[config.mk]
export PLATFORM = sky130hd
export DESIGN_NAME = control_unit
export DESIGN_NICKNAME = d
export VERILOG_FILES = /design/src/rtl/cu_pkg.sv /design/src/rtl/pc_unit.sv /design/src/rtl/control_unit.sv
export SDC_FILE = /design/constraint.sdc
export NUM_CORES = 1
export LEC_CHECK = 0
export ABC_CLOCK_PERIOD_IN_PS = 4600
export CORE_UTILIZATION = 42
export DETAILED_ROUTE_END_ITERATION = 8
export GPL_TIMING_DRIVEN = 0
export PLACE_DENSITY_LB_ADDON = 0.15
export SLEW_MARGIN = 20
export SYNTH_ARGS = -nofsm -noshare
export SYNTH_HDL_FRONTEND = slang
export SYNTH_SLANG_ARGS = --single-unit
[constraint.sdc]
create_clock -name clk_main -period 4.6 [get_ports clk_main]
set_input_delay 0.69 -clock clk_main [delete_from_list [all_inputs] [get_ports clk_main]]
set_output_delay 0.69 -clock clk_main [all_outputs]
set_load 0.005 [all_outputs]
[src/rtl/cu_pkg.sv]
// ============================================================================
// cu_pkg : opcodes, FS codes, state/PC-mode enums and register constants
// Rev 1.0
// ============================================================================
`default_nettype none

package cu_pkg;

  localparam int c_nbit  = 16;
  localparam int c_off_w = 6;

  localparam logic [6:0] c_op_ld  = 7'b0010000;
  localparam logic [6:0] c_op_st  = 7'b0100000;
  localparam logic [6:0] c_op_ldi = 7'b1001100;
  localparam logic [6:0] c_op_adi = 7'b1000010;
  localparam logic [6:0] c_op_lri = 7'b0010001;
  localparam logic [6:0] c_op_brz = 7'b1100000;
  localparam logic [6:0] c_op_brn = 7'b1100001;
  localparam logic [6:0] c_op_jmp = 7'b1110000;
  localparam logic [6:0] c_op_hlt = 7'b1111111;

  localparam logic [3:0] c_fs_mova = 4'b0000;
  localparam logic [3:0] c_fs_inc  = 4'b0001;
  localparam logic [3:0] c_fs_add  = 4'b0010;
  localparam logic [3:0] c_fs_sub  = 4'b0101;
  localparam logic [3:0] c_fs_dec  = 4'b0110;
  localparam logic [3:0] c_fs_and  = 4'b1000;
  localparam logic [3:0] c_fs_or   = 4'b1001;
  localparam logic [3:0] c_fs_xor  = 4'b1010;
  localparam logic [3:0] c_fs_not  = 4'b1011;
  localparam logic [3:0] c_fs_movb = 4'b1100;
  localparam logic [3:0] c_fs_shr  = 4'b1101;
  localparam logic [3:0] c_fs_shl  = 4'b1110;

  localparam logic [3:0] c_r8_addr = 4'b1000;

  typedef enum logic [1:0] {
    ST_INF  = 2'd0,
    ST_EX0  = 2'd1,
    ST_EX1  = 2'd2,
    ST_HALT = 2'd3
  } state_t;

  typedef enum logic [1:0] {
    PC_HOLD   = 2'd0,
    PC_INC    = 2'd1,
    PC_BRANCH = 2'd2,
    PC_JUMP   = 2'd3
  } pc_mode_t;

  function automatic logic fs_valid(input logic [3:0] fs);
    case (fs)
      c_fs_mova, c_fs_inc, c_fs_add, c_fs_sub, c_fs_dec, c_fs_and,
      c_fs_or, c_fs_xor, c_fs_not, c_fs_movb, c_fs_shr, c_fs_shl: fs_valid = 1'b1;
      default: fs_valid = 1'b0;
    endcase
  endfunction

endpackage

`default_nettype wire

[src/rtl/pc_unit.sv]
// ============================================================================
// pc_unit : program counter with hold / increment / relative branch / jump
// Rev 1.0
// ============================================================================
`default_nettype none

module pc_unit
  import cu_pkg::*;
#(
  parameter int NBIT = 16
) (
  input  logic                 clk_main,
  input  logic                 reset,
  input  pc_mode_t             i_mode,
  input  logic [c_off_w-1:0]   i_offset,
  input  logic [NBIT-1:0]      i_target,
  output logic [NBIT-1:0]      o_pc
);

  logic [NBIT-1:0] r_pc;
  logic [NBIT-1:0] w_offset_ext;

  // Offset is two's complement; the sum simply wraps modulo 2^NBIT.
  assign w_offset_ext = {{(NBIT-c_off_w){i_offset[c_off_w-1]}}, i_offset};

  always_ff @(posedge clk_main or posedge reset) begin
    if (reset) begin
      r_pc <= '0;
    end else begin
      case (i_mode)
        PC_INC:    r_pc <= r_pc + NBIT'(1);
        PC_BRANCH: r_pc <= r_pc + w_offset_ext;
        PC_JUMP:   r_pc <= i_target;
        default:   r_pc <= r_pc;
      endcase
    end
  end

  assign o_pc = r_pc;

endmodule

`default_nettype wire

[src/rtl/control_unit.sv]
// ============================================================================
// control_unit : multi-cycle fetch/decode sequencer driving the datapath word
// Rev 1.0
// ============================================================================
`default_nettype none

module control_unit
  import cu_pkg::*;
#(
  parameter int NBIT = c_nbit
) (
  input  logic            clk_main,
  input  logic            reset,
  input  logic [15:0]     instr,
  input  logic [NBIT-1:0] bus_a,
  input  logic            V,
  input  logic            C,
  input  logic            N,
  input  logic            Z,
  output logic [NBIT-1:0] pc,
  output logic [2:0]      DR,
  output logic [2:0]      SA,
  output logic [2:0]      SB,
  output logic [3:0]      AX,
  output logic [3:0]      BX,
  output logic [3:0]      DX,
  output logic [3:0]      FS,
  output logic [NBIT-1:0] const_out,
  output logic            MB,
  output logic            MM,
  output logic            MD,
  output logic            MW,
  output logic            RW
);

  state_t      r_state;
  logic [15:0] r_ir;
  pc_mode_t    w_mode;
  logic [6:0]  w_opcode;
  logic [2:0]  w_dr, w_sa, w_sb;
  logic        w_unused;

  assign w_opcode = r_ir[15:9];
  assign w_dr     = r_ir[8:6];
  assign w_sa     = r_ir[5:3];
  assign w_sb     = r_ir[2:0];
  assign w_unused = ^{V, C};

  always_ff @(posedge clk_main or posedge reset) begin
    if (reset) begin
      r_state <= ST_INF;
      r_ir    <= '0;
    end else begin
      case (r_state)
        ST_INF: begin
          r_ir    <= instr;
          r_state <= ST_EX0;
        end
        ST_EX0: begin
          if (w_opcode == c_op_lri)      r_state <= ST_EX1;
          else if (w_opcode == c_op_hlt) r_state <= ST_HALT;
          else                           r_state <= ST_INF;
        end
        ST_EX1:  r_state <= ST_INF;
        default: r_state <= ST_HALT;
      endcase
    end
  end

  always_comb begin
    DR        = '0;
    SA        = '0;
    SB        = '0;
    AX        = '0;
    BX        = '0;
    DX        = '0;
    FS        = '0;
    const_out = '0;
    MB        = 1'b0;
    MM        = 1'b0;
    MD        = 1'b0;
    MW        = 1'b0;
    RW        = 1'b0;
    w_mode    = PC_HOLD;

    if (r_state != ST_INF) begin
      DR        = w_dr;
      SA        = w_sa;
      SB        = w_sb;
      const_out = {{(NBIT-3){1'b0}}, w_sb};
    end

    case (r_state)
      ST_INF: MM = 1'b1;
      ST_EX0: begin
        w_mode = PC_INC;
        if (w_opcode[6:4] == 3'b000) begin
          // Unlisted function codes fall through as NOP.
          if (fs_valid(w_opcode[3:0])) begin
            FS = w_opcode[3:0];
            AX = {1'b0, w_sa};
            BX = {1'b0, w_sb};
            DX = {1'b0, w_dr};
            RW = 1'b1;
          end
        end else begin
          case (w_opcode)
            c_op_ld: begin
              AX = {1'b0, w_sa};
              DX = {1'b0, w_dr};
              MD = 1'b1;
              RW = 1'b1;
            end
            c_op_st: begin
              AX = {1'b0, w_sa};
              BX = {1'b0, w_sb};
              MW = 1'b1;
            end
            c_op_ldi: begin
              DX = {1'b0, w_dr};
              MB = 1'b1;
              FS = c_fs_movb;
              RW = 1'b1;
            end
            c_op_adi: begin
              AX = {1'b0, w_sa};
              DX = {1'b0, w_dr};
              MB = 1'b1;
              FS = c_fs_add;
              RW = 1'b1;
            end
            c_op_lri: begin
              AX     = {1'b0, w_sa};
              DX     = c_r8_addr;
              MD     = 1'b1;
              RW     = 1'b1;
              w_mode = PC_HOLD;
            end
            c_op_brz: begin
              AX     = {1'b0, w_sa};
              FS     = c_fs_mova;
              w_mode = Z ? PC_BRANCH : PC_INC;
            end
            c_op_brn: begin
              AX     = {1'b0, w_sa};
              FS     = c_fs_mova;
              w_mode = N ? PC_BRANCH : PC_INC;
            end
            c_op_jmp: begin
              AX     = {1'b0, w_sa};
              FS     = c_fs_mova;
              w_mode = PC_JUMP;
            end
            c_op_hlt: w_mode = PC_HOLD;
            default:  w_mode = PC_INC;
          endcase
        end
      end
      ST_EX1: begin
        AX     = c_r8_addr;
        DX     = {1'b0, w_dr};
        MD     = 1'b1;
        RW     = 1'b1;
        w_mode = PC_INC;
      end
      default: w_mode = PC_HOLD;
    endcase
  end

  pc_unit #(
    .NBIT (NBIT)
  ) u_pc_unit (
    .clk_main (clk_main),
    .reset    (reset),
    .i_mode   (w_mode),
    .i_offset ({w_dr, w_sb}),
    .i_target (bus_a),
    .o_pc     (pc)
  );

endmodule

`default_nettype wire

# Word-level counts from Yosys, hierarchy flattened
# Memory sizes are Yosys's and may differ from the RTL's.
# Index checks and enable logic that the tools add are counted.
dict set report word_totals {
  elab_cells 75
  mem_count 1
  register_bits 34
  romBits 16
  output_inout_bits 62
}
# memory words word_bits read_ports rd_clocked_by_memory_dff wr line
set mem_list {}
lappend mem_list {{(name not given)} 16 1 1 0 0 cu_pkg.sv:52} ;# case (fs)
dict set report classes {
  add_sub_neg 2
  n_reduce_logical 10
  eq_ne 14
  n_mux 45
}
# cell count
set ops {}
lappend ops {{one-hot mux 16 bit (3 select lines)} 1}
lappend ops {{== test 7 bit, second input constant} 6}
lappend ops {{one-hot mux 4 bit (2 select lines)} 4}
lappend ops {{two-way mux 4 bit} 7}
lappend ops {{two-way mux 3 bit} 9}
lappend ops {{adder 16 x 1 -> 16 bit, second input constant} 1}
lappend ops {{adder 16 bit} 1}
lappend ops {{== test 7 x 5 -> 1 bit, second input constant} 2}
lappend ops {{two-way mux 1 bit} 14}
lappend ops {{two-way mux 2 bit} 5}
lappend ops {{one-hot mux 2 bit (4 select lines)} 1}
lappend ops {{== test 7 x 6 -> 1 bit, second input constant} 1}
lappend ops {{OR reduction 7 bit} 1}
lappend ops {{== test 2 bit, second input constant} 3}
lappend ops {{one-hot mux 2 bit (3 select lines)} 1}
lappend ops {{OR reduction 2 bit} 3}
lappend ops {{== test 2 x 1 -> 1 bit, second input constant} 2}
lappend ops {{one-hot mux 1 bit (2 select lines)} 2}
lappend ops {{one-hot mux 2 bit (2 select lines)} 1}
lappend ops {{OR reduction 4 bit} 1}
lappend ops {{logical NOT 3 bit} 1}
lappend ops {{nonzero test 3 bit} 1}
lappend ops {{OR reduction 3 bit} 1}
lappend ops {{logical NOT 2 bit} 1}
lappend ops {{nonzero test 2 bit} 1}

# Logic depth before layout (Yosys ltp)
dict set report depth {
  word_depth 7
  depth_mapped 18
  mapped_depth_nobuf 17
}

# Hierarchy
# Synthesis repeated with hierarchy kept, for this count alone.
dict set report unflattened {
  cells_unflattened 395
  hier_area_um2 3273.1
}
# mod instances seq_area_each_um2 area_per_inst_um2 cells_per_inst
set by_module_without_submodules {}
lappend by_module_without_submodules {pc_unit 1 400.4 1747.9 224}
lappend by_module_without_submodules {control_unit 1 450.4 1525.2 171}

# Worst setup path before layout
# OpenSTA, ideal clock, no wires.
dict set report synth_timing {
  path_type {register to register}
  from {register r_ir[10]}
  to {register u_pc_unit.r_pc[14], in the netlist u_pc_unit.o_pc[14]}
  stages_incl_launch_ff 18
  arrival_ps 4178
  slack_ps 296
  required_time_ps 4474
  setup_ps 126
  path_buffers 1
  cell_sequence {dfrtp_1 -> inv_1 -> ha_1 -> nor2b_1 -> o21ai_0 -> o211a_2 -> o21ai_1 -> clkbuf_1 -> nand3_1 -> ha_1 -> fa_1 -> a211oi_1 -> nor2_1 -> or2_2 -> nor4_2 -> a41oi_1 -> maj3_2 -> a221o_1}
}
dict set report synth_via {
  elab_chain_len 7
  word_cells_on_any_way 14
  classes_between {eq/ne: 8; mux: 4; reduce/logical: 2}
}
# item line
set synth_lines {}
lappend synth_lines {{start, declared} control_unit.sv:37} ;# logic [15:0] r_ir;
lappend synth_lines {{start signal, assigned} control_unit.sv:56} ;# r_ir <= instr;
lappend synth_lines {{== test 7 x 5 -> 1 bit / == test 7 bit (equally long branches)} control_unit.sv:107} ;# case (w_opcode)
lappend synth_lines {{OR reduction 2 bit (no source line)} n/a}
lappend synth_lines {{one-hot mux 2 bit (4 select lines) *} control_unit.sv:107}
lappend synth_lines {{two-way mux 2 bit *} control_unit.sv:97} ;# if (w_opcode[6:4] == 3'b000) begin
lappend synth_lines {{one-hot mux 2 bit (2 select lines) *} control_unit.sv:93} ;# case (r_state)
lappend synth_lines {{== test 2 bit / == test 2 x 1 -> 1 bit (equally long branches)} pc_unit.sv:30} ;# case (i_mode)
lappend synth_lines {{one-hot mux 16 bit (3 select lines) / nonzero test 3 bit (equally long branches)} n/a}
lappend synth_lines {{end signal, assigned} pc_unit.sv:31} ;# PC_INC: r_pc <= r_pc + NBIT'(1);
lappend synth_lines {{end signal, assigned} pc_unit.sv:32} ;# PC_BRANCH: r_pc <= r_pc + w_offset_ext;
lappend synth_lines {{end signal, assigned} pc_unit.sv:33} ;# PC_JUMP: r_pc <= i_target;
lappend synth_lines {{end, declared} pc_unit.sv:20} ;# logic [NBIT-1:0] r_pc;
# Mark *: on every way between the ends. The rest lies on a longest branch, timed or not.
# A chain may end at the register's enable or synchronous reset.

# Worst setup path in the final report
# Same ends and word-level chain as after synthesis.

==> impl_results.md <==
* Worst r2r src: r_ir[10]
* Max Cap Viol at 0
* CTS clk-pin slew, worst paths at ~80 ps
* Peak supply drop at 0.316 mV
* Post-Layout Cell Count at roughly 510
* Slew headroom at about 50%
* Core Area at roughly 6400 µm²
* Starting Density at approximately 44%
* Total wire length at between 7000 and 8000 µm
* Main synth FF type: dfrtp_1
* HPWL Detailed at 5820 µm
* CP delay by family, top: compound AO/OA/AOI/OAI gates
* Routability cong. at just over 0.9
* Total grt overflow at 0
* Antenna-violating nets left at 0
* Vias in the first global route at 2775
* CTS tree: built
* PwrDens at 507 nW/µm²
* CTS buffer count at 5
* Distinct cells, synth at 67
* Pre-CTS setup slack at -599 ps
* Largest area contributor in the netlist: dfrtp_1
* Slack of the critical path at 276 ps
* Reg2reg end: u_pc_unit.o_pc[14]
* Area of the mapped netlist at about 2800 µm²
* Setup TNS at 0 ps
* Fillers at just under 600
* EDFF count, synth at 0
* Placed cells at just over 500
* Final min period at 4320 ps
* FF+latch count, synth at 34
* CP bufs+invs at 2
* CP max stage delay at 440 ps
* Nets at ~480
* CP cell instances: inv_1, ha_1, nor2b_2, o21ai_1, o211a_2, o21ai_4, buf_4, nand3_1, ha_1, fa_1, a211oi_2, nor2_1, or2_2, nor4_2, a41oi_1, maj3_2, a221o_1
* Period utilization at about 94%
* Via density at roughly 5.6
* Drt wl/cell at between 15 and 20 µm
* Yosys top cell area share at 30.0%
* Yosys warns at 0
* # setup viols final at 0
* Post-synthesis sequential area ratio at between 20% and 30%
* Commonest cells in the netlist: 34 x dfrtp_1, 27 x nor2_1, 18 x nand2_1
* Share of cells above drive strength 1 at 14.1%
* Worst Hold End: u_pc_unit.o_pc[15]
* Cell with the most instances after synthesis: dfrtp_1
* CTS Buffer Depth at 2
* Startpoint types: flop
* Critical Path End Type: flop
* Crit path DAT at about 4500 ps
* Synth top area cells: dfrtp_1 30%, ha_1 6.2%, buf_4 4.5%, nor2_1 3.6%, a21o_1 3.4%
* CP max FO at 10
* Number of port buffers at 83
* Pleak at 1.66 nW
* GRT Resource Usage Total at between 20% and 30%
* Clock Latency Late Sink at ~280 ps
* Status: finished with violations
* Iter 0 DRT Violations at ~200
* Skew final at roughly 3.7 ps
* Crit path required time at 4770 ps
* Slew Viols, Final at 0
* Cells after synthesis at 330
* Hold_sp: u_pc_unit.o_pc[15]
* Row count at 29
* Routed vias at 2836
* CTS sink cnt at 34
* Die span in y at about 84 µm
* Remaining DRCs at 10
* CTS root buf: clkbuf_8
* Final Hold Viols at 0
* Violated checks: DRC
* Tot Pwr at approximately 0.002 W
* TritonRoute pass-1 iters at 7
* First-pass GRT wire length at about 13000 µm
* Die Width at roughly 84 µm
* Initial antenna violation count at 0
* Post-synth ARST share at between 90% and 100%
* Area Overhead vs Synth at 39.2%
* CP Class: reg -> reg
* Die area at 7090 µm²
* H-tree lvl count at 2
* Depth of the most critical reg-to-reg path at 17
* Fmax at between 0.2 and 0.25 GHz
* Syn Area/Cell at around 8.6 µm²
* Ports at 100
* CP most frequent cell: ha_1
* HP Class: reg -> reg
* # diodes at 0
* Slew @ Worst Pin at around 750 ps
* Hold Crit Depth at 2
* R2R Setup Slk at roughly 280 ps
* CP max stage cell: fa_1
* Largest net degree at the start of global routing at 35
## cell usage in the layout, fill, tap and decap left out, drive strengths merged, types with 5 or more instances in the layout
cell | netlist | final
a221o | 7 | 7
a21o | 13 | 13
and2 | 7 | 7
ha | 14 | 14
nor3 | 15 | 15
nand3 | 15 | 15
o21ai | 15 | 15
dfrtp | 34 | 34
clkdlybuf4s50 | 0 | 83
a21oi | 13 | 13
a31oi | 6 | 6
or3 | 6 | 6
nor4 | 7 | 7
nor2 | 27 | 27
clkbuf | 11 | 13
nor2b | 9 | 9
nand2 | 18 | 18
buf | 23 | 25
a211oi | 5 | 5
and3 | 5 | 5
inv | 14 | 14
conb | 1 | 14
## worst min-delay path: stages, from the launching register on
cell and delay (ps):
dfrtp_1 370, nand2_1 50, o311ai_0 80
## what timing repair did
action	in CTS	in global routing
cloned	0	0
hold buffers	0	0
buffers inserted	0	1
resized for setup	7	11
endpoints found under the setup margin	9	11
pin swaps	0	2
## kinds of logic (layout without fill, tap and decap cells)
logic type                 Yosys count  in the layout  synth area share [%]
buffers and inverters               49            138                  9.17
muxes                                5              5                  1.94
xor gates and xnor gates             3              3                 0.926
adders and majority gates           19             19                  8.33
AOI/OAI and AO/OA                   90             90                  23.5
other                                1             14                 0.132
DFF                                 34             34                  30.0
and+or+nand+nor                    129            129                  26.0
## layout make-up
class                           count  area, µm²  area share, %
Multi-Input combinational cell    260       1820           45.9
Timing Repair Buffer               84        838           21.2
Sequential cell                    34        851           21.5
Clock inverter                      2       12.5          0.317
Clock buffer                        6       82.6           2.09
Tap cell                           77       96.3           2.44
Inverter                           15       56.3           1.42
Buffer                             31        199           5.03
## layer usage
layer	routed length, µm	track usage (%)
met1	3350	28.3
met2	3590	36.7
met3	621	5.90
met4	81	8.15
met5	0	0
## where the power goes
| part | switching (W) | total (W) | internal, W | leakage, nW |
|---|---|---|---|---|
| Clock | 0.000117 | 0.000237 | 0.000120 | 0.0472 |
| Combinational | 0.000647 | 0.00126 | 0.000617 | 1.21 |
| Sequential | 0.0000856 | 0.000501 | 0.000415 | 0.407 |
| Total | 0.000850 | 0.00200 | 0.00115 | 1.66 |
## stage by stage
step | hold slack (ps) | utilization [%] | instance area, µm²
2_1_floorplan | 511 | - | 2890
3_3_place_gp | 508 | 59.4 | 3810
3_5_place_dp | 524 | 59.4 | 3810
4_1_cts | 539 | 61.3 | 3940
5_1_grt | 580 | 61.5 | 3950
6_report | 543 | 61.5 | 3950
## worst max path at each step
stage / depth (start not counted) / end / startpoint / slack [ps]
5_1_grt: 17 / u_pc_unit.o_pc[14] / r_ir[10] / -0.6
4_1_cts: 17 / u_pc_unit.o_pc[14] / r_ir[10] / 3
3_3_place_gp: 16 / u_pc_unit.o_pc[12] / N / -540
3_5_place_dp: 16 / u_pc_unit.o_pc[12] / N / -600
2_1_floorplan: 17 / u_pc_unit.o_pc[14] / r_ir[10] / 300
6_report: 17 / u_pc_unit.o_pc[14] / r_ir[10] / 280
## registers in the layout (all words and copies together) (netlist names)
register / count
r_ir: 16
u_pc_unit.o_pc: 16
r_state: 2
Note: power is estimated with default switching activity, not from simulation.
